===== config.mk =====
export PLATFORM = sky130hd
export DESIGN_NAME = exec_alu
export DESIGN_NICKNAME = d
export VERILOG_FILES = /design/src/rtl/exec_alu.sv
export SDC_FILE = /design/constraint.sdc
export NUM_CORES = 1
export LEC_CHECK = 0
export CAP_MARGIN = 20
export CORE_AREA = 2 2 170 139
export CTS_CLUSTER_DIAMETER = 100
export DETAILED_ROUTE_END_ITERATION = 6
export DIE_AREA = 0 0 172 141
export GPL_TIMING_DRIVEN = 0
export PLACE_DENSITY = 0.72
export SYNTH_ARGS = -nofsm -noshare
export SYNTH_HDL_FRONTEND = slang
export SYNTH_SLANG_ARGS = --single-unit

===== constraint.sdc =====
create_clock -name clk_i -period 8.95 [get_ports clk_i]
set_input_delay 1.79 -clock clk_i [delete_from_list [all_inputs] [get_ports clk_i]]
set_output_delay 1.79 -clock clk_i [all_outputs]
set_load 0.03 [all_outputs]

===== src/rtl/exec_alu.sv =====
// Execute-stage ALU: single-cycle AND/OR/ADD/SUB plus a multi-cycle shift-add
// multiply. Results and the zero flag are registered; valid_o pulses for one
// cycle whenever they are refreshed. stall_o holds the pipeline during MUL.
module exec_alu #(
  parameter int unsigned WIDTH = 32
) (
  input  logic             clk_i,
  input  logic             rst_i,
  input  logic             valid_i,
  input  logic [3:0]       ALUCtrl_i,
  input  logic [WIDTH-1:0] data1_i,
  input  logic [WIDTH-1:0] data2_i,
  output logic             ready_o,
  output logic             valid_o,
  output logic [WIDTH-1:0] data_o,
  output logic             Zero_o,
  output logic             stall_o
);

  // Operation codes as produced by ALU_Control.
  localparam logic [3:0] OpAnd = 4'b0000;
  localparam logic [3:0] OpOr  = 4'b0001;
  localparam logic [3:0] OpAdd = 4'b0010;
  localparam logic [3:0] OpSub = 4'b0110;
  localparam logic [3:0] OpMul = 4'b1111;

  // Counter holds the index of the multiplier bit being consumed.
  localparam int unsigned CntW = (WIDTH > 1) ? $clog2(WIDTH) : 1;
  localparam logic [CntW-1:0] CntLast = CntW'(WIDTH - 1);

  typedef enum logic [0:0] {
    StIdle,
    StMul
  } state_e;

  state_e           state_q;
  logic [CntW-1:0]  cnt_q;
  logic [WIDTH-1:0] mul_a_q;   // multiplicand, shifted left each step
  logic [WIDTH-1:0] mul_b_q;   // multiplier, shifted right each step
  logic [WIDTH-1:0] acc_q;     // partial product, low WIDTH bits only

  logic [WIDTH-1:0] alu_res;
  logic [WIDTH-1:0] acc_next;

  // Single-cycle result; unknown codes (MUL included, never used here) give 0.
  always_comb begin
    alu_res = '0;
    case (ALUCtrl_i)
      OpAnd:   alu_res = data1_i & data2_i;
      OpOr:    alu_res = data1_i | data2_i;
      OpAdd:   alu_res = data1_i + data2_i;
      OpSub:   alu_res = data1_i - data2_i;
      default: alu_res = '0;
    endcase
  end

  // One shift-add step: add the multiplicand when the current multiplier bit is set.
  always_comb begin
    acc_next = acc_q;
    if (mul_b_q[0]) begin
      acc_next = acc_q + mul_a_q;
    end
  end

  // FSM, multiply datapath and registered outputs.
  always_ff @(posedge clk_i) begin
    if (!rst_i) begin
      state_q <= StIdle;
      cnt_q   <= '0;
      mul_a_q <= '0;
      mul_b_q <= '0;
      acc_q   <= '0;
      data_o  <= '0;
      Zero_o  <= 1'b1;
      valid_o <= 1'b0;
    end else begin
      valid_o <= 1'b0;
      case (state_q)
        StIdle: begin
          if (valid_i) begin
            if (ALUCtrl_i == OpMul) begin
              state_q <= StMul;
              mul_a_q <= data1_i;
              mul_b_q <= data2_i;
              acc_q   <= '0;
              cnt_q   <= '0;
            end else begin
              data_o  <= alu_res;
              Zero_o  <= (alu_res == '0);
              valid_o <= 1'b1;
            end
          end
        end
        StMul: begin
          acc_q   <= acc_next;
          mul_a_q <= mul_a_q << 1;
          mul_b_q <= mul_b_q >> 1;
          cnt_q   <= cnt_q + CntW'(1);
          // Fixed latency: always walk all WIDTH multiplier bits.
          if (cnt_q == CntLast) begin
            data_o  <= acc_next;
            Zero_o  <= (acc_next == '0);
            valid_o <= 1'b1;
            state_q <= StIdle;
          end
        end
        default: state_q <= StIdle;
      endcase
    end
  end

  // Handshake decoded straight from the state register.
  always_comb begin
    ready_o = (state_q == StIdle);
    stall_o = ~ready_o;
  end

endmodule


== After elaboration in Yosys (flattened, before gate mapping) ==
Index checks and enable logic that the tools add are counted.
Word-level totals
  register bits after elaboration: 136
  bits of input ports: 71
  logic and storage cells: 59
Cells by class
  add/sub/neg operators: 4
  equal/unequal tests: 9
  multiplexer cells: 30
  bitwise gates (word level): 3
  reductions and logical operators: 5
Operators with widths (count)
  32-bit 2-to-1 mux: 10
  32-bit one-hot mux with 2 select lines: 4
  32-bit one-hot mux with 4 select lines: 1
  32-bit adder: 2
  32-bit logical NOT: 2
  32-bit bitwise AND: 1
  32-bit bitwise OR: 1
  32-bit subtractor: 1
  5-bit 2-to-1 mux: 2
  5-bit one-hot mux with 2 select lines: 1
  1-bit 2-to-1 mux: 9
  1-bit one-hot mux with 2 select lines: 3
  5-bit by 1-bit adder with 5-bit output, second input constant: 1
  5-bit equality test, second input constant: 1
  4-bit by 1-bit equality test with 1-bit output, second input constant: 1
  4-bit by 2-bit equality test with 1-bit output, second input constant: 1
  4-bit by 3-bit equality test with 1-bit output, second input constant: 1
  4-bit equality test, second input constant: 1
  4-bit logical NOT: 1
  2-bit by 1-bit != test with 1-bit output, second input constant: 2
  2-bit != test, second input constant: 2
  3-bit AND reduction: 1
  2-bit AND reduction: 1
  1-bit NOT: 1

== Longest topological paths before layout ==
  depth in word-level cells: 6
  gate-level depth with buffers: 21
  gate-level depth less buffers: 20

== Worst setup path before layout ==
Ideal clock, no wire load.
  path kind: input port to flip-flop
  start: in data2_i[10]
  end: reg Zero_o
  setup time: 0.074 ns
  arrival time: 6.103 ns
  required time: 8.876 ns
  path slack: 2.773 ns
  stages: 18
  path buffers: 1
  cells stage by stage: or4_4 -> or2_2 -> or4_1 -> nand2b_1 -> o21ai_0 -> xor2_1 -> ha_1 -> clkbuf_1 -> a21oi_1 -> or4b_1 -> a31oi_1 -> o31ai_1 -> xnor2_1 -> o21ai_0 -> or4_1 -> nor4_1 -> nand2_1 -> a31oi_1
On the way
  word-level cells in the longest chain between the ends: 6
  elaborated cells between the ends (all ways): 9
  those cells by class: 2 x add/sub; 4 x mux; 2 x bitwise; 1 x reduce/logical
Ends and longest elaborated chain
  from (decl): line 12  | input logic [WIDTH-1:0] data2_i,
  32-bit subtractor, or another cell as far along: line 52  | OpSub: alu_res = data1_i - data2_i;
  32-bit one-hot mux with 4 select lines (*): line 48  | case (ALUCtrl_i)
  32-bit logical NOT (*): line 89  | Zero_o <= (alu_res == '0);
  1-bit 2-to-1 mux (*): line 81  | if (ALUCtrl_i == OpMul) begin
  1-bit 2-to-1 mux (*): line 80  | if (valid_i) begin
  1-bit one-hot mux with 2 select lines (*): line 78  | case (state_q)
  to (signal assigned): line 89
  to (signal assigned): line 102  | Zero_o <= (acc_next == '0);
  to (decl): line 16  | output logic Zero_o,
Every way passes the cells marked *; elsewhere a longest branch is shown, timed or not. The select of a mux whose other input is x is not followed.
A chain may end at the register's enable or synchronous reset.

== Worst setup path in the final report ==
  start: in data2_i[8]
  end: reg Zero_o
The elaborated chain is that of the path after synthesis.

==> metrics.md <==
| Metric | Value |
|---|---|
| Mean area per synthesized cell | `7.416 µm²` |
| Clk_lat worst skew | `0.42 ns` |
| Combinational power share | `25.3%` |
| Worst Hold End | `data_o[14]$_SDFFE_PN0P_` |
| Post-synth EDFFs | `0` |
| Worst slew pin tran | `0.9419 ns` |
| Die span in y | `141 µm` |
| Most frequent cells in the layout | `295 x nand2_1, 136 x dfxtp_1, 105 x a21oi_1` |
| Data arrival, critical path | `8.12 ns` |
| Share of layout cells above drive strength 1 | `4.088%` |
| Sw frac | `32.10%` |
| Num CTS Buffers | `17` |
| Worst Hold Launch | `data_o[14]$_SDFFE_PN0P_` |
| Failing checks | `design-rule violations` |
| CTS Hold Buffers Added | `0` |
| Antenna violations before repair | `0` |
| RSZ-0062 raised after global routing | `no` |
| Final WS setup | `1.185 ns` |
| Clock power frac | `40.3%` |
| CTS sink cnt | `136` |
| Area delta synth->final | `17.49%` |
| Period utilisation layout | `86.76%` |
| Final critical-path required period | `7.765 ns` |
| Final Hold Violating Endpoints | `0` |
| Largest area contributor in the netlist | `dfxtp_1` |
| Skew final | `0.01138 ns` |
| Final nets | `1815` |
| Die Width | `172 µm` |
| Clock root cell | `clkbuf_16` |
| FFs w/ async S/R, synth | `0%` |
| Total wire length | `44.97 mm` |
| Sequential share of power | `34.4%` |
| Setup crit end kind | `flip-flop` |
| Setup Fix Bufs, Post-CTS | `0` |
| P_leak | `5.813 nW` |
| Vias after detailed routing | `13040` |
| Max Root-Sink Buffers | `2` |
| GRT Residual Overflow | `0` |
| Finished Layout Cells | `2000` |
| IO buf count | `101` |
| Setup_tns | `0 ns` |
| Final GP Congestion | `0.9598` |
| Final setup vio count | `0` |
| First-pass GRT wire length | `67.09 mm` |
| Worst reg2reg path depth | `13` |
| Fmax | `0.1288 GHz` |
| Sequential-to-total area share from yosys stat | `23.61%` |
| Post-DP HPWL | `35.27 mm` |
| Num rows | `50` |
| ANT nets after route | `0` |
| R2R Path Start | `mul_a_q[0]$_SDFFE_PN0P_` |
| Synth warn | `0` |
| Die ar. | `24250 µm²` |
| DRC | `1` |
| Fin. max-slew vios | `0` |
| Netlist cell types | `78` |
| R2r setup slk | `4.58 ns` |
| Status | `complete, but fails checks` |
| IO Pins | `107` |
| Worst setup path class | `in2reg` |
| DRT Pass-1 Iters | `7` |
| Core Area | `22770 µm²` |
| Post-Syn Instances | `1555` |
| Setup WS pre-CTS | `1.162 ns` |
| Syn_nets | `1695` |
| Hold path depth | `2` |
| Mapped cell area | `11530 µm²` |
| R2R Path End | `Zero_o$_SDFFE_PN1P_` |
| Clock edge transition at the registers on the reported setup and hold paths | `0.06 ns` |
| CP Data Required Time | `9.30 ns` |
| PostCTS Resize Cnt | `0` |
| N_diodes | `0` |
| TritonCTS clock tree | `yes` |
| MaxCap Viol Count | `0` |
| Ys flop type | `dfxtp_1` |
| Crit path max fanout | `9` |
| CP Launch Type | `primary input` |
| H-tree depth | `4` |
| Worst hold path class | `reg2reg` |
| Total GRT Usage | `36.35%` |
| Yosys top cell area share | `23.61%` |
| Placed cells | `1968` |
| Yosys reg bits | `136` |
| Slew margin rel. | `36.63%` |
| Top post-synthesis cells by area | `dfxtp_1 24%, nand2_1 9.6%, ha_1 7.3%` |
| Cell area power density | `137.0 nW/µm²` |
| Largest net degree at the start of global routing | `17` |
| Most common cell after layout, fill and taps aside | `nand2_1` |
| Maximum vdd ir drop | `119.2 µV` |
| Final Core Density | `59.50%` |
| Initial Utilization | `50.64%` |
| Number of global-route vias before repair | `11700` |
| DRT iter0 DRCs | `1775` |
| P_sw | `0.0005958 W` |
| Pint | `0.001261 W` |
| DR vias/cell | `6.519` |
| Routed wire length per instance | `22.49 µm` |
-- flip-flops by register name, indices dropped and copies added, names as in the netlist --
register / count
data_o: 32
cnt_q: 5
acc_q: 32
Zero_o: 1
valid_o: 1
stall_o: 1
mul_b_q: 32
mul_a_q: 32
-- power groups by stage --
| stage | combinational, W | sequential [W] | clock, W |
|---|---|---|---|
| after floorplan | 0.000274 | 0.000659 | 0 |
| after global placement | 0.000446 | 0.000650 | 0 |
| after detailed placement | 0.000451 | 0.000650 | 0 |
| after CTS | 0.000454 | 0.000637 | 0.000736 |
| after global routing | 0.000501 | 0.000639 | 0.000763 |
| final | 0.000470 | 0.000638 | 0.000748 |
-- critical path, stage by stage --
cell	delay [ns]
clkdlybuf4s50_1	0.58
or4_4	0.60
or2_2	0.33
or4_1	0.53
nand2b_1	0.29
o21ai_0	0.25
xor2_1	0.18
ha_1	0.24
clkbuf_1	0.20
and2_1	0.27
and4_1	0.23
o211ai_1	0.36
nand3_1	0.27
xor2_1	0.28
a2111oi_0	0.72
nand4_1	0.34
nor4_1	0.39
nand2_1	0.13
a31oi_1	0.14
-- metal layers --
layer | track usage [%] | vias to the layer above | part of all wire (%) | wire (µm)
li1 | - | 5888 | - | -
met2 | 54.11 | 907 | 41 | 18530
met1 | 52.22 | 6123 | 42 | 19080
met4 | 10.31 | 0 | 2.9 | 1311
met3 | 8.478 | 119 | 13 | 6051
met5 | 0 | - | 0 | 0
-- per-stage QoR --
stage | hold slack [ns] | total power (W) | area [µm²]
2_1_floorplan | 0.4345 | 0.0009326 | 11530
3_3_place_gp | 0.4512 | 0.001096 | 12930
3_5_place_dp | 0.4558 | 0.001101 | 12930
4_1_cts | 0.4627 | 0.001827 | 13550
5_1_grt | 0.4753 | 0.001903 | 13550
6_report | 0.4598 | 0.001856 | 13550
-- cells by family (layout without fill, tap and decap cells) --
group | count (synthesis) | in the layout | synth area share [%]
flip-flops | 136 | 136 | 23.61
adder cells (fa/ha/maj) | 97 | 97 | 10.05
buffers and inverters | 126 | 259 | 4.774
AND/OR/NAND/NOR | 630 | 630 | 25.80
XOR/XNOR | 74 | 74 | 5.620
AO/OA/AOI/OAI | 468 | 468 | 27.98
multiplexers | 24 | 24 | 2.170
-- cell usage after synthesis (28+ instances only) --
cell type  number
nand2_1       295
dfxtp_1       136
a21oi_1       105
o21ai_0        98
nand3_1        82
clkbuf_1       79
nor2_1         75
o211a_1        68
ha_1           67
xor2_1         42
and2_1         39
xnor2_1        32
maj3_1         28
-- worst max path at each step --
| stage | startpoint | to | slack (ns) | depth (start not counted) |
|---|---|---|---|---|
| final | data2_i[8] | Zero_o$_SDFFE_PN1P_ | 1.18 | 19 |
| after global routing | data2_i[10] | Zero_o$_SDFFE_PN1P_ | 1.13 | 19 |
| after CTS | data2_i[9] | Zero_o$_SDFFE_PN1P_ | 1.56 | 19 |
| after detailed placement | data2_i[9] | Zero_o$_SDFFE_PN1P_ | 1.16 | 19 |
| after global placement | data2_i[8] | Zero_o$_SDFFE_PN1P_ | 1.22 | 19 |
| after floorplan | data2_i[10] | Zero_o$_SDFFE_PN1P_ | 2.77 | 18 |
-- final cells by class --
cell class | count | area [µm²]
sequential | 136 | 2723
fill | 2183 | 9223
tap | 312 | 390.4
buffer | 108 | 483.0
inverter | 18 | 67.56
multi-input combinational | 1293 | 8259
timing repair buffer | 101 | 1011
clock inverter | 11 | 145.1
clock buffer | 21 | 470.5
Note: power is estimated with default switching activity, not from simulation.
